$ cat config.mk
export PLATFORM = sky130hd
export DESIGN_NAME = an_dec_seq
export DESIGN_NICKNAME = d
export VERILOG_FILES = /design/src/rtl/an_dec_pkg.sv /design/src/rtl/an_serial_div.sv /design/src/rtl/an_dec_seq.sv
export SDC_FILE = /design/constraint.sdc
export NUM_CORES = 1
export LEC_CHECK = 0
export BUFFER_PORTS_ARGS = -buffer_cell sky130_fd_sc_hd__buf_4
export CAP_MARGIN = 20
export CORE_AREA = 3 3 140 142
export DETAILED_ROUTE_END_ITERATION = 10
export DIE_AREA = 0 0 143 145
export GPL_TIMING_DRIVEN = 0
export HOLD_SLACK_MARGIN = 0.06
export PLACE_DENSITY = 0.41
export REMOVE_ABC_BUFFERS = 1
export SLEW_MARGIN = 20
export SYNTH_ARGS = -nofsm -noshare
export SYNTH_HDL_FRONTEND = slang
export SYNTH_HIERARCHICAL = 1
export SYNTH_SLANG_ARGS = --single-unit
$ cat constraint.sdc
create_clock -name clk -period 4.1 [get_ports clk]
set_clock_uncertainty 0.15 [all_clocks]
set_input_delay 0.41 -clock clk [delete_from_list [all_inputs] [get_ports clk]]
set_output_delay 0.41 -clock clk [all_outputs]
set_load 0.01 [all_outputs]
$ cat src/rtl/an_dec_pkg.sv
// rtl/an_dec_pkg.sv - shared constants, state encoding and width helper for the AN-code decoder
package an_dec_pkg;

    localparam int A_DEF  = 19;
    localparam int W_DEF  = 9;
    localparam int NW_DEF = 4;

    typedef enum logic [2:0] {
        ST_IDLE = 3'd0,
        ST_RES  = 3'd1,
        ST_SRCH = 3'd2,
        ST_DIV  = 3'd3,
        ST_DONE = 3'd4
    } state_e;

    function automatic int clog2(input int v);
        int r;
        r = 0;
        for (int i = 0; i < 32; i++) begin
            if ((1 << r) < v) r = r + 1;
        end
        return r;
    endfunction

endpackage

$ cat src/rtl/an_serial_div.sv
// rtl/an_serial_div.sv - W-cycle restoring divider by the constant A with start/busy/done
module an_serial_div
    import an_dec_pkg::*;
#(
    parameter int A = A_DEF,
    parameter int W = W_DEF
) (
    input  logic         clk,
    input  logic         rst,
    input  logic         start,
    input  logic [W-1:0] dividend,
    output logic         busy,
    output logic         done,
    output logic [W-1:0] quot
);

    localparam int RW = clog2(A);
    localparam int CW = clog2(W + 1);
    localparam logic [RW:0]   A_X  = (RW + 1)'(A);
    localparam logic [CW-1:0] LAST = CW'(W - 1);

    logic [W-1:0]  dsh;
    logic [RW-1:0] rem;
    logic [CW-1:0] cnt;
    logic [RW:0]   trial;
    logic [RW:0]   trial_sub;
    logic          ge;

    assign trial     = {rem, dsh[W-1]};
    assign trial_sub = trial - A_X;
    assign ge        = (trial >= A_X);
    // done is combinational so the quotient register is final on the same edge the FSM leaves DIV
    assign done      = busy && (cnt == LAST);

    always_ff @(posedge clk or posedge rst) begin
        if (rst) begin
            busy <= 1'b0;
            cnt  <= '0;
            dsh  <= '0;
            rem  <= '0;
            quot <= '0;
        end else if (start) begin
            busy <= 1'b1;
            cnt  <= '0;
            dsh  <= dividend;
            rem  <= '0;
            quot <= '0;
        end else if (busy) begin
            rem  <= ge ? trial_sub[RW-1:0] : trial[RW-1:0];
            quot <= {quot[W-2:0], ge};
            dsh  <= dsh << 1;
            cnt  <= cnt + 1'b1;
            if (done) busy <= 1'b0;
        end
    end

endmodule

$ cat src/rtl/an_dec_seq.sv
// rtl/an_dec_seq.sv - sequential single-error-correcting AN decoder; optional AN_DEC_STATS_EN adds stat counters
module an_dec_seq
    import an_dec_pkg::*;
#(
    parameter int A  = A_DEF,
    parameter int W  = W_DEF,
    parameter int NW = NW_DEF
) (
    input  logic          clk,
    input  logic          rst,
    input  logic          in_valid,
    output logic          in_ready,
    input  logic [W-1:0]  in_code,
    output logic          out_valid,
    input  logic          out_ready,
    output logic [NW-1:0] out_n,
    output logic          out_corr,
    output logic          out_uncorr,
    output logic          out_ovf
`ifdef AN_DEC_STATS_EN
    ,
    output logic [15:0]   stat_corr,
    output logic [15:0]   stat_uncorr
`endif
);

    localparam int RW = clog2(A);
    localparam int CW = clog2(W + 1);
    localparam logic [RW:0]   A_X  = (RW + 1)'(A);
    localparam logic [RW-1:0] A_R  = RW'(A);
    localparam logic [CW-1:0] LAST = CW'(W - 1);

    localparam logic [2:0] S_IDLE = ST_IDLE;
    localparam logic [2:0] S_RES  = ST_RES;
    localparam logic [2:0] S_SRCH = ST_SRCH;
    localparam logic [2:0] S_DIV  = ST_DIV;
    localparam logic [2:0] S_DONE = ST_DONE;

    logic [2:0]    state;
    logic [CW-1:0] cnt;
    logic [W-1:0]  code;
    logic [W-1:0]  sh;
    logic [W-1:0]  mask;
    logic [RW-1:0] r;
    logic [RW-1:0] p;
    logic          corr;
    logic          uncorr;

    logic [RW:0]   r_dbl, r_sub, p_dbl, p_sub;
    logic [RW-1:0] r_step, p_step;
    logic          r_nz, bitk, hit_sub, hit_add, hit;
    logic [W-1:0]  code_fix;
    logic          div_start, div_busy, div_done;
    logic [W-1:0]  quot;

    assign r_dbl  = {r, sh[W-1]};
    assign r_sub  = r_dbl - A_X;
    assign r_step = (r_dbl >= A_X) ? r_sub[RW-1:0] : r_dbl[RW-1:0];
    assign p_dbl  = {p, 1'b0};
    assign p_sub  = p_dbl - A_X;
    assign p_step = (p_dbl >= A_X) ? p_sub[RW-1:0] : p_dbl[RW-1:0];

    // polarity check keeps the corrected word inside W bits: only clear a 1 or set a 0
    assign r_nz     = |r;
    assign bitk     = |(code & mask);
    assign hit_sub  = (state == S_SRCH) && r_nz && !corr && (p == r) && bitk;
    assign hit_add  = (state == S_SRCH) && r_nz && !corr && ((A_R - p) == r) && !bitk;
    assign hit      = hit_sub || hit_add;
    assign code_fix = hit_sub ? (code - mask) : (hit_add ? (code + mask) : code);

    assign div_start = (state == S_SRCH) && (cnt == LAST);

    an_serial_div #(
        .A (A),
        .W (W)
    ) u_div (
        .clk      (clk),
        .rst      (rst),
        .start    (div_start),
        .dividend (code_fix),
        .busy     (div_busy),
        .done     (div_done),
        .quot     (quot)
    );

    always_ff @(posedge clk or posedge rst) begin
        if (rst) begin
            state  <= S_IDLE;
            cnt    <= '0;
            code   <= '0;
            sh     <= '0;
            mask   <= '0;
            r      <= '0;
            p      <= '0;
            corr   <= 1'b0;
            uncorr <= 1'b0;
        end else begin
            case (state)
                S_IDLE: begin
                    if (in_valid) begin
                        code   <= in_code;
                        sh     <= in_code;
                        mask   <= W'(1);
                        r      <= '0;
                        p      <= RW'(1);
                        corr   <= 1'b0;
                        uncorr <= 1'b0;
                        cnt    <= '0;
                        state  <= S_RES;
                    end
                end
                S_RES: begin
                    r  <= r_step;
                    sh <= sh << 1;
                    if (cnt == LAST) begin
                        cnt   <= '0;
                        state <= S_SRCH;
                    end else begin
                        cnt <= cnt + 1'b1;
                    end
                end
                S_SRCH: begin
                    if (hit) begin
                        code <= code_fix;
                        corr <= 1'b1;
                    end
                    p    <= p_step;
                    mask <= mask << 1;
                    if (cnt == LAST) begin
                        cnt    <= '0;
                        uncorr <= r_nz && !corr && !hit;
                        state  <= S_DIV;
                    end else begin
                        cnt <= cnt + 1'b1;
                    end
                end
                S_DIV: begin
                    if (div_done) state <= S_DONE;
                end
                S_DONE: begin
                    if (out_ready) state <= S_IDLE;
                end
                default: state <= S_IDLE;
            endcase
        end
    end

    assign in_ready   = (state == S_IDLE) && !div_busy;
    assign out_valid  = (state == S_DONE);
    assign out_n      = (out_valid && !uncorr) ? quot[NW-1:0] : '0;
    assign out_corr   = out_valid && corr;
    assign out_uncorr = out_valid && uncorr;
    assign out_ovf    = out_valid && (|quot[W-1:NW]);

`ifdef AN_DEC_STATS_EN
    logic hs_done;
    assign hs_done = out_valid && out_ready;

    always_ff @(posedge clk or posedge rst) begin
        if (rst) begin
            stat_corr   <= '0;
            stat_uncorr <= '0;
        end else if (hs_done) begin
            if (corr && (stat_corr != 16'hFFFF))
                stat_corr <= stat_corr + 16'd1;
            if (uncorr && (stat_uncorr != 16'hFFFF))
                stat_uncorr <= stat_uncorr + 16'd1;
        end
    end
`endif

endmodule

After elaboration in Yosys (flattened, before gate mapping)
Index checks and enable logic that the tools add are counted.

Magnitude comparators: 3. Eq/ne operators: 14. Bitwise operators: 1. Add/subtract/negate cells: 8. Reduce and logical (&&, ||, !) cells: 36. Mux-type cells: 41.

Operator list (count): $mux W9 (9); $pmux W9 S2 (3); $mux W5 (7); $mux W4 (5); $pmux W5 S2 (2); $ge A6 B5 Y1 const B (3); $logic_and A1 B1 Y1 (15); $mux W3 (5); $pmux W3 S5 (1); $sub A5 B5 Y5 const B (3); $eq A5 B5 Y1 (2); $reduce_or A5 Y1 (2); $add A9 B9 Y9 (1); $and A9 B9 Y9 (1); $reduce_or A9 Y1 (1); $sub A9 B9 Y9 (1); $add A4 B1 Y4 const B (2); $eq A4 B4 Y1 const B (2); $ne A2 B2 Y1 const B (4); $pmux W4 S2 (1); $reduce_bool A2 Y1 (4); $eq A3 B2 Y1 const B (2); $mux W1 (6); $reduce_and A2 Y1 (3); other kinds (11) (18).

Register bits: 74. Input bits: 13. Output and inout bits: 9.

Depth between registers and ports, before layout
Gate-level depths: netlist of run 1.

Word-level depth: 10. Depth in mapped cells: 13. Depth with buffers taken out: 12.

Cells and area by module
The synthesis of run 1 kept the hierarchy.

Modules (own cells, without submodules): an_dec_seq (cells each 368, sequential area each 1151.1 µm², area an instance 3220.6 µm², instances 1); an_serial_div (cells each 131, sequential area each 700.7 µm², area an instance 1363.8 µm², instances 1).

Least setup slack after synthesis of run 1
No wires, ideal clock.

Path kind: register to register. Start: register code[4]. End: register code[3]. Buffers on the path: 2. Setup time: 126 ps. Stages on the path, launching flop included: 11. Arrival: 2334 ps. Data required time: 3824 ps. Slack: 1490 ps. Path through: dfrtp_1 > ha_1 > nor4_2 > nand3_1 > or3_1 > buf_6 > nand2_4 > nand2_4 > buf_6 > a22o_1 > a221o_1.

Word-level cells in the longest chain between the ends: 8. Elaborated cells on any way between the ends: 12.

RTL lines: start, declared (RTL line an_dec_seq.sv:41) `logic [W-1:0] code;`; start signal, assigned (RTL line an_dec_seq.sv:101) `code <= in_code;`; start signal, assigned (RTL line an_dec_seq.sv:124) `code <= code_fix;`; $and A9 B9 Y9 (*) (RTL line an_dec_seq.sv:65) `assign bitk = |(code & mask);`; $reduce_or A9 Y1 (*) (RTL line an_dec_seq.sv:65); $logic_not A1 Y1 (RTL line an_dec_seq.sv:67) `assign hit_add = (state == S_SRCH) && r_nz && !corr && ((A_R - p) == r) && !bitk;`; $logic_and A1 B1 Y1 (RTL line an_dec_seq.sv:67); $mux W9 (RTL line an_dec_seq.sv:69) `assign code_fix = hit_sub ? (code - mask) : (hit_add ? (code + mask) : code);`; $mux W9 (*) (RTL line an_dec_seq.sv:69); net code_fix[3] (RTL line an_dec_seq.sv:52) `logic [W-1:0] code_fix;`; $mux W9 (*) (RTL line an_dec_seq.sv:123) `if (hit) begin`; $pmux W9 S2 (*) (RTL line an_dec_seq.sv:98) `case (state)`.

The timed path passes the listed nets; every way through them passes the cells marked *. The select of a mux whose other input is x is not followed. A chain may end at the register's enable or synchronous reset.

Worst setup path after layout of run 1
Start: register state[1]. End: register code[3].

Word-level cells in the longest chain between the ends: 9. Elaborated cells on any way between the ends: 17.

RTL lines: start, declared (RTL line an_dec_seq.sv:39) `logic [2:0] state;`; start signal, assigned (RTL line an_dec_seq.sv:88) `state <= S_IDLE;`; start signal, assigned (RTL line an_dec_seq.sv:109) `state <= S_RES;`; start signal, assigned (RTL line an_dec_seq.sv:117) `state <= S_SRCH;`; $eq A3 B2 Y1 (RTL line an_dec_seq.sv:66, an_dec_seq.sv:67, an_dec_seq.sv:98); $logic_and A1 B1 Y1 (2 in a row) (RTL line an_dec_seq.sv:66, an_dec_seq.sv:67); $logic_and A1 B1 Y1 (2 in a row) (RTL line an_dec_seq.sv:67); $mux W9 (2 in a row) (RTL line an_dec_seq.sv:69); $mux W9 (RTL line an_dec_seq.sv:123); $pmux W9 S2 (RTL line an_dec_seq.sv:98).

Parallel ways exist; a longest one is shown, timed or not. The select of a mux whose other input is x is not followed.

==> reports/results.tsv, run 1 <==
stage	metric	value	unit
routing	wl_per_cell	15.3	um
power_and_ir_drop	power_density	761	nW/um2
timing	clock.fmax	266	MHz
cts	post_cts_buffers	0	
timing	fin_crit	3.76	ns
worst_setup_path	critPathKind	reg2reg	
placement	place.gp.congestion	0.826	
routing	wl_met2	5270	um
die	num_rows	50	
timing	fin_crit_sh	91.6	%
cts	cts_num_sinks	74	
yosys	ys_types	67	
global_routing	grt_max_degree	47	
power_and_ir_drop	p_int	2.28	mW
final_layout	nets	553	
worst_setup_path	cp.arrival	3.83	ns
cts	cts_buffers	9	
routing	dr_wl_met3	374	um
cts	cts_tree	built	
die	core_area	18600	um2
worst_setup_path	crit_chain	nand2b_1 -> or2_1 -> a211o_1 -> a21oi_1 -> nor2_1 -> a221o_1	
yosys	synth_edf_count	0	
placement	hpwl	8320	um
run_status	outcome	completed	
routing	topRoutingLayerUsed	met4	
global_routing	grt_pass1_vias	3498	
routing	vias	3545	
yosys	avgSynthCellArea	9.19	um2
power_and_ir_drop	switching_share	43.0	%
final_layout	drive_above_1_share	12.8	%
worst_setup_path	cp_top_family	compound AO/OA/AOI/OAI gates	
cts	cts_resized	0	
die	fp.dieH	145	um
worst_setup_path	path_buf_inv	0	
yosys	syn_area	4580	um2
worst_setup_path	required	4.17	ns
final_layout	area_growth	14.6	%
worst_setup_path	path_max_fanout	16	
final_layout	final_cell_area	5250	um2
global_routing	grt_pass1_wl	18700	um
routing	antenna_left	0	
timing	hold_viol	0	
cts	cts.reportedPaths.clkPinSlew	0.06	ns
cts	ctsHoldBuffers	1	
power_and_ir_drop	p_leak	2.29	nW
worst_setup_path	cp-end-kind	flip-flop	
yosys	syn-instance-count	499	
routing	wirelength	11500	um
placement	preCtsSetupSlack	0.341	ns
global_routing	gr-total-overflow	0	
placement	placed_area	4980	um2
global_routing	antenna_found_initial	0	
cts	clockBufferDepth	2	
timing	worstMarginPinSlew	1.01	ns
worst_setup_path	rr_startpoint	state[1]	
power_and_ir_drop	power_frac_clock	18.1	%
timing	worst_hold_slack	0.0835	ns
routing	vias_per_cell	4.72	
yosys	synthArstFlopShare	100	%
global_routing	grt_usage	11.5	%
worst_setup_path	crit_path_start_kind	flip-flop	
timing	timing.final.max_slew_violations	0	
power_and_ir_drop	vdd_ir_drop_max	0.227	mV
timing	rsz0062_at_grt	false	
die	die_x	143	um
yosys	yosys_warnings	6	
die	io_pins	22	
routing	drt_iter0_markers	142	
min_path	hold_path.class	in2reg	
final_layout	diodes	0	
timing	finalSetupViolations	0	
die	die-area	20700	um2
routing	dr.pass1.iters	4	
cts	clock_latency	0.35	ns
timing	relSlewSlack	32.8	%
yosys	synth-seq-cells	74	
yosys	ys.flop_type	dfrtp_1	
worst_setup_path	startpoint	state[1]	
power_and_ir_drop	p_sw	1.72	mW
placement	portBuffers	21	
power_and_ir_drop	power_frac_comb	46.2	%
routing	drc_errors	0	
cts	cts_root_buffer	clkbuf_16	
yosys	ys_seq_area_share	40.4	%
die	initial_core_util	24.7	%
power_and_ir_drop	sequentialPowerShare	35.7	%
cts	h-tree-depth	3	
routing	met1_length	5620	um
worst_setup_path	crit_path_top_delay_cell	a21oi_1	
min_path	hold_start	out_ready	
timing	layout_setup_ws	0.345	ns
worst_setup_path	max_stage_delay	0.80	ns
job	cap_violations	0	
## power groups by stage
| stage | combinational (mW) | clock, mW | sequential [mW] |
|---|---|---|---|
| floorplan | 1.49 | 0 | 1.32 |
| global route | 2.07 | 0.785 | 1.49 |
| CTS | 1.86 | 0.749 | 1.43 |
| global placement | 1.82 | 0 | 1.43 |
| detailed placement | 1.85 | 0 | 1.44 |
| finish | 1.85 | 0.725 | 1.43 |
## metrics by stage
stage / setup TNS (ns) / util (%) / power (mW) / instances
3_3_place_gp: -44.05 / 26.4 / 3.26 / 728
3_5_place_dp: 0 / 26.8 / 3.29 / 735
6_report: 0 / 28.3 / 4.00 / 751
2_1_floorplan: 0 / - / 2.81 / 473
5_1_grt: 0 / 28.3 / 4.35 / 751
4_1_cts: 0 / 28.3 / 4.03 / 751
## area by class of cell
| cell class | instances | area, um2 |
|---|---|---|
| Clock buffer | 10 | 229 |
| Clock inverter | 5 | 31.3 |
| Fill cell | 1953 | 13300 |
| Inverter | 31 | 119 |
| Multi-Input combinational cell | 368 | 2510 |
| Sequential cell | 74 | 1850 |
| Tap cell | 234 | 293 |
| Timing Repair Buffer | 29 | 223 |
## cells in the final DEF, fill, tap and decap left out, types with 5 or more instances in the layout
master	instances
a221o_1	5
ha_1	25
o21ai_1	11
o21ai_0	31
buf_4	25
nor3_1	7
nand3_1	7
o22ai_1	5
clkbuf_16	9
xnor2_1	17
a21oi_1	28
and2_1	7
mux2i_1	23
dfrtp_1	73
xor2_1	8
nor2_1	42
inv_1	29
nand2b_1	6
a22o_1	8
nand3b_1	5
nand2_1	54
a21o_1	6
## state kept, by name, indices dropped and copies added, names as in the netlist, 3 cells and up
signal / count
cnt: 4
code: 9
mask: 9
p: 5
r: 5
sh: 9
state: 3
u_div/cnt: 4
u_div/dsh: 9
u_div/quot: 9
u_div/rem: 5
## synth_stat cells, types with 3 or more instances
cell       n  area, um2
dfrtp_1   74       1850
nand2_1   54        203
nor2_1    43        161
o21ai_0   31        155
inv_1     30        113
a21oi_1   28        140
ha_1      25        313
mux2i_1   23        230
xnor2_1   17        149
clkbuf_1  13       48.8
o21ai_1   11       55.1
a22o_1     8       70.1
nor3_1     8       40.0
xor2_1     8       70.1
and2_1     7       43.8
buf_2      7       35.0
nand3_1    7       35.0
a21o_1     6       45.0
nand2b_1   6       37.5
a221o_1    5       50.1
nand3b_1   5       37.5
o22ai_1    5       31.3
nor2b_1    4       25.0
o31ai_1    4       30.0
a221oi_1   3       26.3
a22o_2     3       30.0
nand4_1    3       18.8
nor4b_1    3       26.3
or3_1      3       18.8
## worst reg2reg max path, delay by kind of cell (launching register included)
family	cells	cell delay, ns
compound gates	3	1.69
simple gates	3	1.14
flops	1	0.66
## worst paths after layout
path                                   end  cells past startpoint  slack (ns)
max in group asynchronous       u_div/busy                      4        2.64
worst min register to register       sh[7]                      2        0.33
worst min-delay path              state[2]                      2        0.08
worst max-delay path               code[3]                      6        0.34
min in group asynchronous         state[2]                      3        0.58
worst max register to register     code[3]                      6        0.34
## logic make-up (layout without fill, tap and decap cells)
kind of cell,count (synthesis),in the layout,share of synthesized area (%)
AO/OA/AOI/OAI,133,133,19.5
AND/OR/NAND/NOR,158,158,16.8
multiplexers,25,25,5.51
flip-flops,74,74,40.4
buffers and inverters,57,75,5.35
adder cells (fa/ha/maj),27,27,7.70
XOR/XNOR,25,25,4.78
## layer usage
metal  GRT usage, %  vias to the layer above
li1               -                     1790
met1           15.5                     1688
met4           3.75                        0
met2           17.8                       54
met5              0                        -
met3           2.90                       13
Power figures use the tool's default switching activity.
==> inputs of run 2 (changes only) <==
--- a/config.mk
+++ b/config.mk
@@ -12,7 +12,7 @@
 export DIE_AREA = 0 0 143 145
 export GPL_TIMING_DRIVEN = 0
 export HOLD_SLACK_MARGIN = 0.06
-export PLACE_DENSITY = 0.41
+export PLACE_DENSITY = 0.42
 export REMOVE_ABC_BUFFERS = 1
 export SLEW_MARGIN = 20
 export SYNTH_ARGS = -nofsm -noshare
==> constraint.sdc (replaced) <==
create_clock -name clk -period 3.4 [get_ports clk]
set_clock_uncertainty 0.15 [all_clocks]
set_input_delay 0.34 -clock clk [delete_from_list [all_inputs] [get_ports clk]]
set_output_delay 0.34 -clock clk [all_outputs]
set_load 0.01 [all_outputs]
==> reports/results.tsv, run 2 (synthesized netlist as in run 1, its figures left out) <==
stage	metric	value	unit	change
run_status	outcome	completed		unchanged
die	die_x	143	um	unchanged
routing	vias	3634		was 3545
global_routing	gr-total-overflow	0		unchanged
worst_setup_path	cpMostUsedCell	a221o_1		
routing	wirelength	11600	um	was 11500 um
job	cap_violations	0		unchanged
cts	post_cts_buffers	0		unchanged
final_layout	fin_cells	754		was 751
timing	fin_crit_sh	94.2	%	was 91.6%
power_and_ir_drop	p_leak	2.32	nW	was 2.29 nW
placement	placed_area	5010	um2	was 4980 um2
routing	dr.pass1.iters	4		unchanged
placement	portBuffers	21		unchanged
timing	rsz0062_at_grt	false		unchanged
global_routing	grt_pass1_vias	3704		was 3498
min_path	hold_path.class	in2reg		unchanged
placement	place.gp.congestion	0.839		was 0.826
die	fp.dieH	145	um	unchanged
final_layout	area_growth	16.3	%	was 14.6%
routing	wl_per_cell	15.4	um	was 15.3 um
cts	cts_root_buffer	clkbuf_16		unchanged
die	io_pins	22		unchanged
global_routing	grt_usage	12.0	%	was 11.5%
worst_setup_path	cp-end-kind	flip-flop		unchanged
final_layout	filler_cell_count	1937		was 1953
timing	hold_viol	0		unchanged
timing	fin_crit	3.20	ns	was 3.76 ns
routing	drc_errors	0		unchanged
placement	dp.cells	736		was 735
worst_setup_path	cp.arrival	3.29	ns	was 3.83 ns
final_layout	nets	555		was 553
cts	cts_tree	built		unchanged
placement	hpwl	8540	um	was 8320 um
timing	layout_setup_ws	0.196	ns	was 0.345 ns
worst_setup_path	crit_path_top_delay_cell	dfrtp_1		was a21oi_1
timing	relSlewSlack	46.0	%	was 32.8%
worst_setup_path	crit_path_start_kind	flip-flop		unchanged
cts	clock_latency	0.35	ns	about the same
cts	cts_buffers	9		unchanged
worst_setup_path	path_max_fanout	16		unchanged
routing	drt_iter0_markers	167		was 142
final_layout	layout_commonest_cell	dfrtp_1		unchanged
timing	worstMarginPinSlew	0.810	ns	was 1.01 ns
power_and_ir_drop	vdd_ir_drop_max	0.309	mV	was 0.227 mV
final_layout	drive_above_1_share	13.1	%	was 12.8%
timing	timing.final.max_slew_violations	0		unchanged
worst_setup_path	max_stage_delay	0.67	ns	was 0.80 ns
timing	clock.fmax	312	MHz	was 266 MHz
final_layout	fin_util	28.7	%	was 28.3%
worst_setup_path	critPathKind	reg2reg		unchanged
timing	finalSetupViolations	0		unchanged
power_and_ir_drop	power_density	925	nW/um2	was 761 nW/um2
cts	cts.reportedPaths.clkPinSlew	0.06	ns	about the same
final_layout	final_cell_area	5330	um2	was 5250 um2
cts	cts_num_sinks	74		unchanged
final_layout	diodes	0		unchanged
global_routing	grt_max_degree	35		was 47
die	die-area	20700	um2	unchanged
global_routing	grt_pass1_wl	19600	um	was 18700 um
routing	antenna_left	0		unchanged
global_routing	antenna_found_initial	0		unchanged
die	num_rows	50		unchanged
die	initial_core_util	24.7	%	unchanged
die	core_area	18600	um2	unchanged
cts	h-tree-depth	3		unchanged
worst_setup_path	required	3.49	ns	was 4.17 ns
power_and_ir_drop	fin_total_pwr	4.93	mW	was 4.00 mW
placement	preCtsSetupSlack	-0.455	ns	was 0.341 ns
routing	vias_per_cell	4.82		was 4.72
cts	clockBufferDepth	2		unchanged
worst_setup_path	crit_chain	nand2b_1 -> or2_1 -> a211oi_4 -> nand2_4 -> a221o_1 -> a221o_1		was nand2b_1 -> or2_1 -> a211o_1 -> a21oi_1 -> nor2_1 -> a221o_1
final_layout	mostFrequentLayoutCells	73 x dfrtp_1, 54 x nand2_1, 42 x nor2_1		unchanged
[run 2: cell type report]
| type | count | area [um2] | area share, % |
|---|---|---|---|
| multi-input cells | 368 | 2520 | 47.2 |
| flip-flops and latches | 74 | 1850 | 34.7 |
| well taps | 234 | 293 | 5.49 |
| repair buffers | 31 | 265 | 4.97 |
| clock buffers | 11 | 233 | 4.36 |
| inverters | 31 | 116 | 2.18 |
| clock inverters | 5 | 55.1 | 1.03 |
[run 2: path summary, 6_finish.rpt]
path                       startpoint  depth (start not counted)  slack [ns]         end
min in group asynchronous         rst                          3        0.46       sh[6]
max                          state[1]                          6        0.20     code[5]
min                        in_code[8]                          2        0.12     code[8]
max reg2reg                  state[1]                          6        0.20     code[5]
min reg2reg                     sh[4]                          2        0.34       sh[5]
max in group asynchronous         rst                          4        2.10  u_div/busy
[run 2: stage by stage]
| step | hold WS, ns | TNS [ns] |
|---|---|---|
| final | 0.115 | 0 |
| after global routing | 0.105 | 0 |
| after CTS | 0.111 | 0 |
| after detailed placement | 0.260 | -3.07 |
| after global placement | 0.317 | -91.03 |
| after floorplan | 0.255 | -4.91 |
[run 2: report_power, final]
part / switching (mW) / internal, mW / total, mW
registers: 0.480 / 1.23 / 1.71
logic: 1.24 / 1.03 / 2.27
clock network: 0.383 / 0.566 / 0.949
total: 2.10 / 2.83 / 4.93
[run 2: layer usage]
layer / global-route usage [%] / part of all wire [%] / up-vias
met4: 3.94 / 1.8 / 0
li1: - / - / 1791
met1: 16.0 / 48 / 1775
met3: 3.36 / 3.7 / 14
met2: 18.6 / 46 / 54
met5: 0 / 0 / -
[run 2: critical path: cells and delay by family, from the launching register on]
kind | cells | cell delay [ns]
flops | 1 | 0.67
simple gates | 3 | 0.95
compound gates | 3 | 1.31
[run 2: repair_timing]
action / in CTS / in global routing
endpoints found under the hold margin: 31 / 0
hold buffers: 2 / 0
resized for setup: 2 / 0
setup endpoints to repair: 9 / 0
==> inputs of run 3 (changes only) <==
--- a/config.mk
+++ b/config.mk
@@ -7,9 +7,9 @@
 export LEC_CHECK = 0
 export BUFFER_PORTS_ARGS = -buffer_cell sky130_fd_sc_hd__buf_4
 export CAP_MARGIN = 20
-export CORE_AREA = 3 3 140 142
+export CORE_AREA = 3 3 119 167
 export DETAILED_ROUTE_END_ITERATION = 10
-export DIE_AREA = 0 0 143 145
+export DIE_AREA = 0 0 122 170
 export GPL_TIMING_DRIVEN = 0
 export HOLD_SLACK_MARGIN = 0.06
 export PLACE_DENSITY = 0.42
==> reports/results.tsv, run 3 (synthesized netlist as in run 1, its figures left out) <==
stage	metric	value	unit	change
cts	cts.reportedPaths.clkPinSlew	0.06	ns	about the same
cts	h-tree-depth	3		unchanged
timing	relSlewSlack	42.0	%	was 46.0%
routing	dr.pass1.iters	4		unchanged
placement	placed_area	5010	um2	about the same
worst_setup_path	crit_path_start_kind	flip-flop		unchanged
cts	cts_tree	built		unchanged
final_layout	mostFrequentLayoutCells	73 x dfrtp_1, 54 x nand2_1, 42 x nor2_1		unchanged
cts	clockBufferDepth	2		unchanged
final_layout	register_area	1850	um2	unchanged
timing	fin_crit_sh	94.6	%	was 94.2%
worst_setup_path	required	3.47	ns	was 3.49 ns
routing	drt_iter0_markers	191		was 167
routing	wl_per_cell	15.3	um	was 15.4 um
timing	finalSetupViolations	0		unchanged
worst_setup_path	regToRegSetupSlack	0.18	ns	was 0.20 ns
placement	portBuffers	21		unchanged
final_layout	nets	554		was 555
job	cap_violations	0		unchanged
cts	cts_root_buffer	clkbuf_16		unchanged
placement	place.gp.congestion	0.794		was 0.839
timing	hold_viol	0		unchanged
final_layout	multi_input_area	2520	um2	unchanged
die	fp.dieH	170	um	was 145 um
power_and_ir_drop	vdd_ir_drop_max	0.293	mV	was 0.309 mV
cts	cts_num_sinks	74		unchanged
global_routing	grt_max_degree	47		was 35
cts	cts_buffers	9		unchanged
power_and_ir_drop	fin_total_pwr	5.08	mW	was 4.93 mW
timing	tns	0	ns	unchanged
die	core_area	18500	um2	was 18600 um2
placement	hpwl	8490	um	was 8540 um
final_layout	final_cell_area	5370	um2	was 5330 um2
power_and_ir_drop	p_leak	2.34	nW	was 2.32 nW
global_routing	gr-total-overflow	0		unchanged
run_status	outcome	completed		unchanged
worst_setup_path	cp-end-kind	flip-flop		unchanged
worst_setup_path	path_max_fanout	16		unchanged
final_layout	fin_util	29.0	%	was 28.7%
routing	wirelength	11700	um	was 11600 um
global_routing	grt_usage	12.0	%	about the same
global_routing	grt_pass1_vias	3665		was 3704
die	die_x	122	um	was 143 um
timing	clock.fmax	311	MHz	was 312 MHz
routing	drc_errors	0		unchanged
global_routing	grt_pass1_wl	19500	um	was 19600 um
final_layout	area_growth	17.1	%	was 16.3%
timing	worstMarginPinSlew	0.870	ns	was 0.810 ns
min_path	hold_path.class	in2reg		unchanged
timing	rsz0062_at_grt	false		unchanged
routing	vias_per_cell	4.74		was 4.82
final_layout	diodes	0		unchanged
die	initial_core_util	24.7	%	about the same
power_and_ir_drop	power_density	946	nW/um2	was 925 nW/um2
die	num_rows	59		was 50
final_layout	layout_commonest_cell	dfrtp_1		unchanged
final_layout	drive_above_1_share	13.3	%	was 13.1%
cts	clock_latency	0.34	ns	was 0.35 ns
worst_setup_path	cp.arrival	3.29	ns	about the same
timing	fin_crit	3.22	ns	was 3.20 ns
worst_setup_path	critPathKind	reg2reg		unchanged
final_layout	filler_cell_count	1973		was 1937
routing	antenna_left	0		unchanged
die	die-area	20700	um2	about the same
routing	vias	3618		was 3634
die	io_pins	22		unchanged
timing	timing.final.max_slew_violations	0		unchanged
global_routing	antenna_found_initial	0		unchanged
run 3: changes by cell type in the layout (fill, tap and decap cells not counted), sizes merged:
cell,change
clkinvlp,-2
buf,-1
bufinv,+1
clkbuf,+1
run 3: critical path: stages, from the launching register on:
cell and delay (ns):
dfrtp_1 0.66, nand2b_1 0.18, or2_1 0.56, a211oi_4 0.57, nand2_4 0.22, a221o_1 0.45, a221o_1 0.30
run 3: what timing repair did:
action                                  in CTS  in global routing
endpoints found under the setup margin       8                  5
resized for setup                            1                  1
buffers inserted                             0                  0
hold buffers                                 2                  0
endpoints found under the hold margin       47                  0
run 3: final cells by class:
| type | count | share of cell area (%) |
|---|---|---|
| Clock buffer | 12 | 4.78 |
| Timing Repair Buffer | 30 | 4.57 |
| Tap cell | 244 | 5.68 |
| Sequential cell | 74 | 34.5 |
| Multi-Input combinational cell | 368 | 46.9 |
| Clock inverter | 4 | 1.37 |
| Inverter | 31 | 2.21 |
run 3: final timing paths:
kind,cells past startpoint,from,end
setup / recovery,6,state[1],code[5]
hold / removal,2,in_code[8],code[8]
setup reg to reg,6,state[1],code[5]
hold reg to reg,2,sh[6],sh[7]
max in group asynchronous,3,rst,u_div/busy
min in group asynchronous,3,rst,u_div/dsh[0]
run 3: routing by layer:
metal  vias to the layer above  global-route usage (%)  share of wire [%]
met5                         -                       0                  0
met3                        12                    1.80                2.7
met2                        56                    20.9                 50
met1                      1765                    14.7                 45
met4                         0                    4.83                1.7
li1                       1785                       -                  -
run 3: metrics by stage:
| step | hold WS [ns] | std cells | setup WS, ns |
|---|---|---|---|
| after floorplan | 0.255 | 473 | -0.387 |
| after global placement | 0.317 | 738 | -1.92 |
| after detailed placement | 0.319 | 745 | -0.223 |
| after CTS | 0.107 | 763 | 0.122 |
| after global routing | 0.114 | 763 | 0.0214 |
| final | 0.115 | 763 | 0.183 |
run 3: where the power goes:
group	leakage [nW]	switching, mW	internal [mW]
combinational	1.22	1.27	1.05
sequential	0.952	0.456	1.23
clock	0.163	0.389	0.684
total	2.34	2.11	2.97
